**config.mk**
```make
export PLATFORM = sky130hd
export DESIGN_NAME = seg_display_mux
export DESIGN_NICKNAME = d
export VERILOG_FILES = /design/src/rtl/seg_display_mux.sv
export SDC_FILE = /design/constraint.sdc
export NUM_CORES = 1
export LEC_CHECK = 0
export ABC_AREA = 1
export CAP_MARGIN = 20
export CORE_UTILIZATION = 40
export CTS_CLUSTER_DIAMETER = 30
export CTS_CLUSTER_SIZE = 16
export DETAILED_ROUTE_END_ITERATION = 7
export DONT_BUFFER_PORTS = 1
export PLACE_DENSITY = 0.53
export SKIP_LAST_GASP = 1
export SYNTH_ARGS = -nofsm -noshare
export SYNTH_HDL_FRONTEND = slang
export SYNTH_SLANG_ARGS = --single-unit
```
**constraint.sdc**
```tcl
create_clock -name clk -period 2.1 [get_ports clk]
set_input_delay 0.21 -clock clk [delete_from_list [all_inputs] [get_ports clk]]
set_output_delay 0.21 -clock clk [all_outputs]
set_load 0.05 [all_outputs]
```
**src/rtl/seg_display_mux.sv**
```systemverilog
// Seven-segment readout multiplexer: picks one of N_CH status words with a
// debounced "next" button or a periodic auto-rotate, and can freeze the
// shown value. Optional leading-zero blanking. Segments are active-low.
module seg_display_mux #(
    parameter int          N_CH            = 4,
    parameter int          DIGITS          = 8,
    parameter int          DEBOUNCE_CYCLES = 500000,
    parameter int          ROTATE_CYCLES   = 100000000,
    parameter int          BLANK_LZ        = 0,
    parameter logic [6:0]  BLANK_PATTERN   = 7'b1111111,
    localparam int         CH_W            = ($clog2(N_CH) > 1) ? $clog2(N_CH) : 1
) (
    input  logic                       clk,
    input  logic                       rst,
    input  logic [N_CH*4*DIGITS-1:0]   ch_data,
    input  logic                       next_btn,
    input  logic                       auto_sw,
    input  logic                       freeze_sw,
    output logic [7*DIGITS-1:0]        seven_segs,
    output logic [CH_W-1:0]            ch_sel,
    output logic                       frozen
);

    localparam int W     = 4 * DIGITS;
    localparam int DB_W  = $clog2(DEBOUNCE_CYCLES) + 1;
    localparam int ROT_W = $clog2(ROTATE_CYCLES) + 1;

    localparam logic [DB_W-1:0]  DB_LAST  = DB_W'(DEBOUNCE_CYCLES - 1);
    localparam logic [ROT_W-1:0] ROT_LAST = ROT_W'(ROTATE_CYCLES - 1);
    localparam logic [CH_W-1:0]  CH_LAST  = CH_W'(N_CH - 1);

    // Synchroniser bit order: {freeze, auto, btn}
    logic [2:0]       sync1_q, sync1_d;
    logic [2:0]       sync2_q, sync2_d;
    logic [DB_W-1:0]  db_cnt_q, db_cnt_d;
    logic             btn_db_q, btn_db_d;
    logic             btn_db_prev_q, btn_db_prev_d;
    logic [ROT_W-1:0] rot_cnt_q, rot_cnt_d;
    logic [CH_W-1:0]  ch_sel_q, ch_sel_d;
    logic             frozen_q, frozen_d;
    logic [W-1:0]     disp_q, disp_d;

    logic             btn_sync, auto_sync, freeze_sync;
    logic             press, tick;
    logic [W-1:0]     sel_word;

    assign btn_sync    = sync2_q[0];
    assign auto_sync   = sync2_q[1];
    assign freeze_sync = sync2_q[2];

    // One-cycle pulse on the rising edge of the debounced button
    assign press = btn_db_q & ~btn_db_prev_q;
    assign tick  = auto_sync && (rot_cnt_q == ROT_LAST);

    // Active-low hex decoder, segment a on bit 0 through g on bit 6
    function automatic logic [6:0] hex_to_seg(input logic [3:0] n);
        logic [6:0] s;
        case (n)
            4'h0: s = 7'h40;
            4'h1: s = 7'h79;
            4'h2: s = 7'h24;
            4'h3: s = 7'h30;
            4'h4: s = 7'h19;
            4'h5: s = 7'h12;
            4'h6: s = 7'h02;
            4'h7: s = 7'h78;
            4'h8: s = 7'h00;
            4'h9: s = 7'h10;
            4'hA: s = 7'h08;
            4'hB: s = 7'h03;
            4'hC: s = 7'h46;
            4'hD: s = 7'h21;
            4'hE: s = 7'h06;
            default: s = 7'h0E;
        endcase
        return s;
    endfunction

    // Channel mux; compare-based so a non-power-of-two N_CH never indexes past the bus
    always_comb begin
        sel_word = '0;
        for (int c = 0; c < N_CH; c++) begin
            if (ch_sel_q == CH_W'(c)) sel_word = ch_data[c*W +: W];
        end
    end

    // Next-state: sync chain, debounce, channel advance, rotate timer, display
    always_comb begin
        sync1_d = {freeze_sw, auto_sw, next_btn};
        sync2_d = sync1_q;

        btn_db_d = btn_db_q;
        db_cnt_d = '0;
        if (btn_sync != btn_db_q) begin
            if (db_cnt_q == DB_LAST) btn_db_d = btn_sync;
            else                     db_cnt_d = db_cnt_q + 1'b1;
        end
        btn_db_prev_d = btn_db_q;

        // Press and tick together still advance only once
        ch_sel_d = ch_sel_q;
        if (press || tick) ch_sel_d = (ch_sel_q == CH_LAST) ? '0 : ch_sel_q + 1'b1;

        // A manual press restarts the rotate period
        rot_cnt_d = (auto_sync && !press && !tick) ? rot_cnt_q + 1'b1 : '0;

        frozen_d = freeze_sync;
        disp_d   = frozen_q ? disp_q : sel_word;
    end

    // State registers with synchronous reset
    always_ff @(posedge clk) begin
        if (rst) begin
            sync1_q       <= '0;
            sync2_q       <= '0;
            db_cnt_q      <= '0;
            btn_db_q      <= 1'b0;
            btn_db_prev_q <= 1'b0;
            rot_cnt_q     <= '0;
            ch_sel_q      <= '0;
            frozen_q      <= 1'b0;
            disp_q        <= '0;
        end else begin
            sync1_q       <= sync1_d;
            sync2_q       <= sync2_d;
            db_cnt_q      <= db_cnt_d;
            btn_db_q      <= btn_db_d;
            btn_db_prev_q <= btn_db_prev_d;
            rot_cnt_q     <= rot_cnt_d;
            ch_sel_q      <= ch_sel_d;
            frozen_q      <= frozen_d;
            disp_q        <= disp_d;
        end
    end

    // Per-digit decode; digit i blanks when it and every higher nibble are zero
    for (genvar i = 0; i < DIGITS; i++) begin : g_digit
        logic blank;
        if (BLANK_LZ != 0 && i > 0) begin : g_lz
            assign blank = ~|disp_q[W-1:4*i];
        end else begin : g_nolz
            assign blank = 1'b0;
        end
        assign seven_segs[7*i +: 7] = blank ? BLANK_PATTERN : hex_to_seg(disp_q[4*i +: 4]);
    end

    assign ch_sel = ch_sel_q;
    assign frozen = frozen_q;

endmodule
```
=== Word-level counts from Yosys, hierarchy flattened ===
Memories as Yosys holds them, arrays and structs flattened. A register that Yosys moved wholly into a read port is not among the register bits.
Cells that the tools add are included.

* Div/mod/pow operators: 0
* Multiplexer cells: 21
* Multiply operators: 0
* Equality and inequality tests: 6
* Bitwise operators: 4
* Shift-type cells: 0
* Add/sub/neg operators: 3
* Reduce and logical (&&, ||, !) cells: 10
* $lt $le $gt $ge: 0

{| class="wikitable"
|+ Operators by type and width
! kind !! count
|-
| $mux 32 || 4
|-
| $mux 4 || 16
|-
| $add 28x1->28 const B || 1
|-
| $eq 28x27->1 const B || 1
|-
| $add 20x1->20 const B || 1
|-
| $eq 20x19->1 const B || 1
|-
| $eq 2x2->1 const B || 2
|-
| $logic_and 1x1->1 || 3
|-
| $not 1->1 || 3
|-
| $reduce_or 3->1 || 1
|-
| $add 2x1->2 const B || 1
|-
| $eq 2x1->1 const B || 1
|-
| $logic_not 1->1 || 2
|-
| $logic_not 2->1 || 1
|-
| $mux 2 || 1
|-
| $reduce_and 2->1 || 1
|-
| $reduce_or 2->1 || 1
|-
| $and 1x1->1 || 1
|-
| $logic_or 1x1->1 || 1
|-
| $ne 1x1->1 || 1
|}

* ROM bits: 896
* Register bits: 91
* Output and inout bits: 59
* Bits of input ports: 133
* RAM bits: 0
* Memories kept: 8
* Bits in latches: 0

{| class="wikitable"
|+ Memories
! memory !! depth !! width !! read ports !! clocked after memory_dff !! write ports !! line !! text
|-
| (no name shown) || 16 || 7 || 1 || 1 || 0 || 58 || <nowiki>case (n)</nowiki>
|-
| (no name shown) || 16 || 7 || 1 || 1 || 0 || 58 ||
|-
| (no name shown) || 16 || 7 || 1 || 1 || 0 || 58 ||
|-
| (no name shown) || 16 || 7 || 1 || 1 || 0 || 58 ||
|-
| (no name shown) || 16 || 7 || 1 || 1 || 0 || 58 ||
|-
| (no name shown) || 16 || 7 || 1 || 1 || 0 || 58 ||
|-
| 2 more memories || -- || -- || -- || -- || -- || -- ||
|}

=== Depth between registers and ports, before layout ===
* Depth after elaboration: 7
* Mapped depth: 19
* Depth with buffers taken out: 17

=== Worst setup path before layout ===
Ideal clock, no wire load.

* Kind: reg-to-reg
* Start point: reg ch_sel_q[0] (netlist: ch_sel[0])
* End point: reg, netlist name seven_segs[52]
* Arrival time: 2.588 ns
* Slack: -0.600 ns
* Period minus slack after synthesis: 2.700 ns
* Cell stages (with the launch flop): 18
* Cells stage by stage: dfxtp_1 > inv_1 > ha_1 > buf_6 > inv_2 > buf_6 > buf_4 > nand3_1 > nand2_1 > nand2_1 > nand2_1 > inv_1 > nor2_1 > inv_1 > ha_1 > nand3b_1 > nand3_1 > nand2_1

* Word-level cells in the longest chain between the ends: 7
* Elaborated cells between the ends (all ways): 10
* Those cells by class: eq/ne (3); mux (6); reduce/logical (1)

{| class="wikitable"
|+ Ends and longest elaborated chain
! element !! line !! text
|-
| start, declared || 39 || <nowiki>logic [CH_W-1:0] ch_sel_q, ch_sel_d;</nowiki>
|-
| start signal, assigned || 130 || <nowiki>ch_sel_q <= ch_sel_d;</nowiki>
|-
| $logic_not 2->1 || 83 || <nowiki>if (ch_sel_q == CH_W'(c)) sel_word = ch_data[c*W +: W];</nowiki>
|-
| $mux 32 (3 in series) || 83 ||
|-
| $mux 32 * || 83 ||
|-
| $mux 4 (no line) * (2 in series) || -- ||
|}

Every way passes the cells marked *; elsewhere a longest branch is shown, timed or not.
A chain may end at the register's enable or synchronous reset.

=== Worst setup path in the final report ===
* Start point: reg ch_sel_q[0] (netlist: ch_sel[0])
* End point: reg, netlist name seven_segs[41]

* Word-level cells in the longest chain between the ends: 7
* Elaborated cells between the ends (all ways): 10
* Those cells by class: eq/ne (3); mux (6); reduce/logical (1)

{| class="wikitable"
|+ Ends and longest elaborated chain
! element !! line
|-
| $logic_not 2->1 || 83
|-
| $mux 32 (3 in series) || 83
|-
| $mux 32 * || 83
|-
| $mux 4 (no line) * (2 in series) || --
|}

Marks and branches as above.

==> summary.txt <==
Critical path
  • Arrival time worst endpoint: 2430 ps
  • Largest fanout on the critical path: 8
  • Startpoint types: flop
  • Worst r2r path cells: 18
  • R2R setup slack: -20 ps
  • Critical path required time: 2410 ps
  • Crit Path Category: reg2reg
  • Critical path endpoint category: flop

Synthesis
  • Synth Area in Compound Gates: 3.79%
  • Most frequent cell after synthesis: nand2_1
  • Most frequent cells after synthesis: nand2_1 (462), nor2_1 (156), inv_1 (148), dfxtp_1 (147), nand3_1 (145)
  • Ranking of synthesized cells by area: dfxtp_1 (32%), nand2_1 (19%), nand3_1 (7.9%)
  • Post-synthesis sequential area ratio: 31.9%
  • Post-Synth XOR/XNOR Area: 2.57%
  • Top_reg_cell synth: dfxtp_1
  • Avg Cell Area, Syn: 6.61 um^2
  • Area leader, netlist: dfxtp_1
  • Synth Area in Simple Gates: 43.7%
  • Post-Synthesis Cell Area: 0.00921 mm^2
  • Yosys top cell area share: 31.9%
  • Net count after synthesis: 1581
  • Async SR Flop Fraction: 0%
  • Synth Warn #: 0
  • Mux cell area share after synthesis: 0%
  • Synth Area in Adders: 7.33%
  • Post-Syn Instances: 1394
  • EDFF count, synth: 0
  • Main combinational cell family by area after synthesis: simple AND/OR/NAND/NOR gates
  • Register bit total from synthesis: 147
  • Yosys cell types: 39

Placed design
  • Place WS: -88.8 ps
  • PortBufs: 0
  • Inst Count DP: 1731
  • Post-DP HPWL: 20.3 mm
  • GP Congestion: 0.882

Clock network
  • Total CTS buffers: 17
  • Clock-pin slew on the worst setup and hold paths: 60 ps
  • Clk sink count: 147
  • Clock latency on the worst-skew pair: 430 ps
  • CTS tree: built
  • Clk Tree Root Cell: clkbuf_16
  • CTS H-tree lvls: 4
  • CTS Buffer Depth: 2

Timing
  • Final slew viol count: 0
  • Fin Hold WS: 77.3 ps
  • Relative slew slack: 39.5%
  • Final WS setup: -23.4 ps
  • # setup viols final: 5
  • Worst-Margin Slew: 904 ps
  • Maximum clock rate: 0.471 GHz
  • Crit share post-route: 101%
  • Hold Vio Cnt, Final: 0
  • Period minus WS final: 2120 ps
  • Worst Clk Skew: 11.9 ps
  • RSZ-0062 raised after global routing: true

Finish
  • Layout Cells excl Fill: 1776
  • Syn-to-layout area delta: 21.2%
  • Final core utilization: 49.3%
  • Share of cells above drive strength 1: 19.5%
  • Final #Nets: 1665
  • Diodes inserted: 0

Outcome
  • Status: finished, violations left
  • Failing checks: setup timing

Pwr
  • VDD IR max: 0.478 mV
  • Pwr/cell area: 666 mW/mm^2
  • Clock share of power: 42.6%
  • Leakage power: 5.55 nW
  • Flop pwr share: 45.8%
  • Net Switching: 2.25 mW
  • Comb pwr share: 11.6%
  • Switching power share of the total: 30.3%
  • Internal: 5.19 mW

GRT
  • Overflow after GRT: 0
  • Vias in the first global route: 8162
  • Largest net degree at the start of global routing: 30
  • Initial antenna violation count: 0
  • First-pass GRT wire length: 42.4 mm
  • Gr usage total: 22.8%

Routing
  • Routed len/inst: 15.2 um
  • DR vias/cell: 4.89
  • Total wire length: 26.9 mm
  • Routed Antenna Nets: 0
  • First-pass DRT Iterations: 5
  • Via count: 8685
  • # DRC: 0
  • DR iter-0 viols: 681

Die
  • IO Pins: 192
  • Die W: 154 um
  • Num rows: 55
  • CORE AREA: 0.0226 mm^2
  • Die footprint: 0.0236 mm^2
  • Initial Util: 40.7%
  • Die span in y: 154 um

Min path
  • Hold depth: 4
  • Hold WC Path Type: in2reg

Job
  • Max-cap viol count: 0
[state kept, by name (all words and copies together) (netlist names)]
signal	cells
btn_db_prev_q	1
sync1_q	3
disp_q	32
btn_db_prev_d	1
db_cnt_q	20
rot_cnt_q	28
seven_segs	56
sync2_q	3
ch_sel	2
frozen	1
[through the flow]
stage	setup TNS (ps)	cell area, um^2	power (mW)
after floorplan	-1230	9320	4.01
after global placement	-350	10200	4.28
after detailed placement	-534	10200	4.28
after CTS	-194	10900	7.49
after global routing	-3350	11200	7.77
final	-59.1	11200	7.44
[power by group through the flow]
| stage | Sequential (mW) | Combinational [mW] | Clock (mW) |
|---|---|---|---|
| after floorplan | 3.44 | 0.568 | 0 |
| after global placement | 3.47 | 0.808 | 0 |
| after detailed placement | 3.47 | 0.809 | 0 |
| after CTS | 3.41 | 0.832 | 3.25 |
| after global routing | 3.42 | 0.980 | 3.37 |
| final | 3.41 | 0.865 | 3.17 |
[final timing paths]
path                               start                       to
hold / removal                       rst  disp_q[25]$_SDFFE_PP0N_
setup / recovery  ch_sel[0]$_SDFFE_PP0P_   seven_segs[41]$_DFF_P_
setup reg to reg  ch_sel[0]$_SDFFE_PP0P_   seven_segs[41]$_DFF_P_
hold reg to reg    sync2_q[2]$_SDFF_PP0_        frozen$_SDFF_PP0_
[placed cells by master, fill, tap and decap left out, types with 12 or more instances in the layout]
cell type / synthesis / final
nand2_1: 462 / 438
buf_12: 0 / 12
nand2_4: 13 / 14
nand2_2: 24 / 47
inv_1: 148 / 130
nand4_1: 12 / 12
inv_2: 14 / 26
ha_1: 54 / 38
nor2_1: 156 / 151
nand3b_1: 20 / 20
buf_4: 7 / 85
nor3_1: 18 / 18
a21oi_1: 55 / 54
xor2_1: 23 / 23
nand3_1: 145 / 137
dfxtp_1: 147 / 144
clkbuf_16: 0 / 18
[cell families after synthesis]
family / after synthesis
AND/OR/NAND/NOR: 890
buffers and inverters: 209
flip-flops: 147
AO/OA/AOI/OAI: 67
adder cells (fa/ha/maj): 54
XOR/XNOR: 27
[what timing repair did]
item,CTS,global route
hold buffers,4,0
gates cloned,1,1
pin swaps,5,15
gates resized for setup,16,50
buffers inserted,1,6
hold endpoints to repair,18,0
endpoints found under the setup margin,20,55
[critical path: stages (launching register included)]
cell and delay [ps]:
dfxtp_4 380, inv_4 60, ha_4 180, buf_12 130, buf_16 130, nand2_2 50
nand2_1 40, nand3_1 60, nand2_1 60, nand2_2 70, nand2_2 70, inv_2 80
nor2_4 40, buf_4 140, ha_1 200, nand3_1 140, nand2_1 70, nand2_1 50
nand2_1 70
[per-layer routing]
metal  track usage (%)  wire length (um)  part of all wire [%]  vias to the layer above
li1                  -                 -                     -                     4495
met1              27.3             11600                    43                     3899
met2              39.2             12900                    48                      247
met3              5.64              1600                   5.9                       44
met4              8.71               742                   2.8                        0
met5                 0                 0                     0                        -
[final cells by class]
class	instances	area, um^2
well taps	285	357
clock inverters	12	155
clock buffers	20	447
fillers	2341	11500
flip-flops and latches	147	2950
repair buffers	108	1030
inverters	166	653
multi-input cells	1038	5570
No activity file was read; power rests on OpenSTA's default activity.
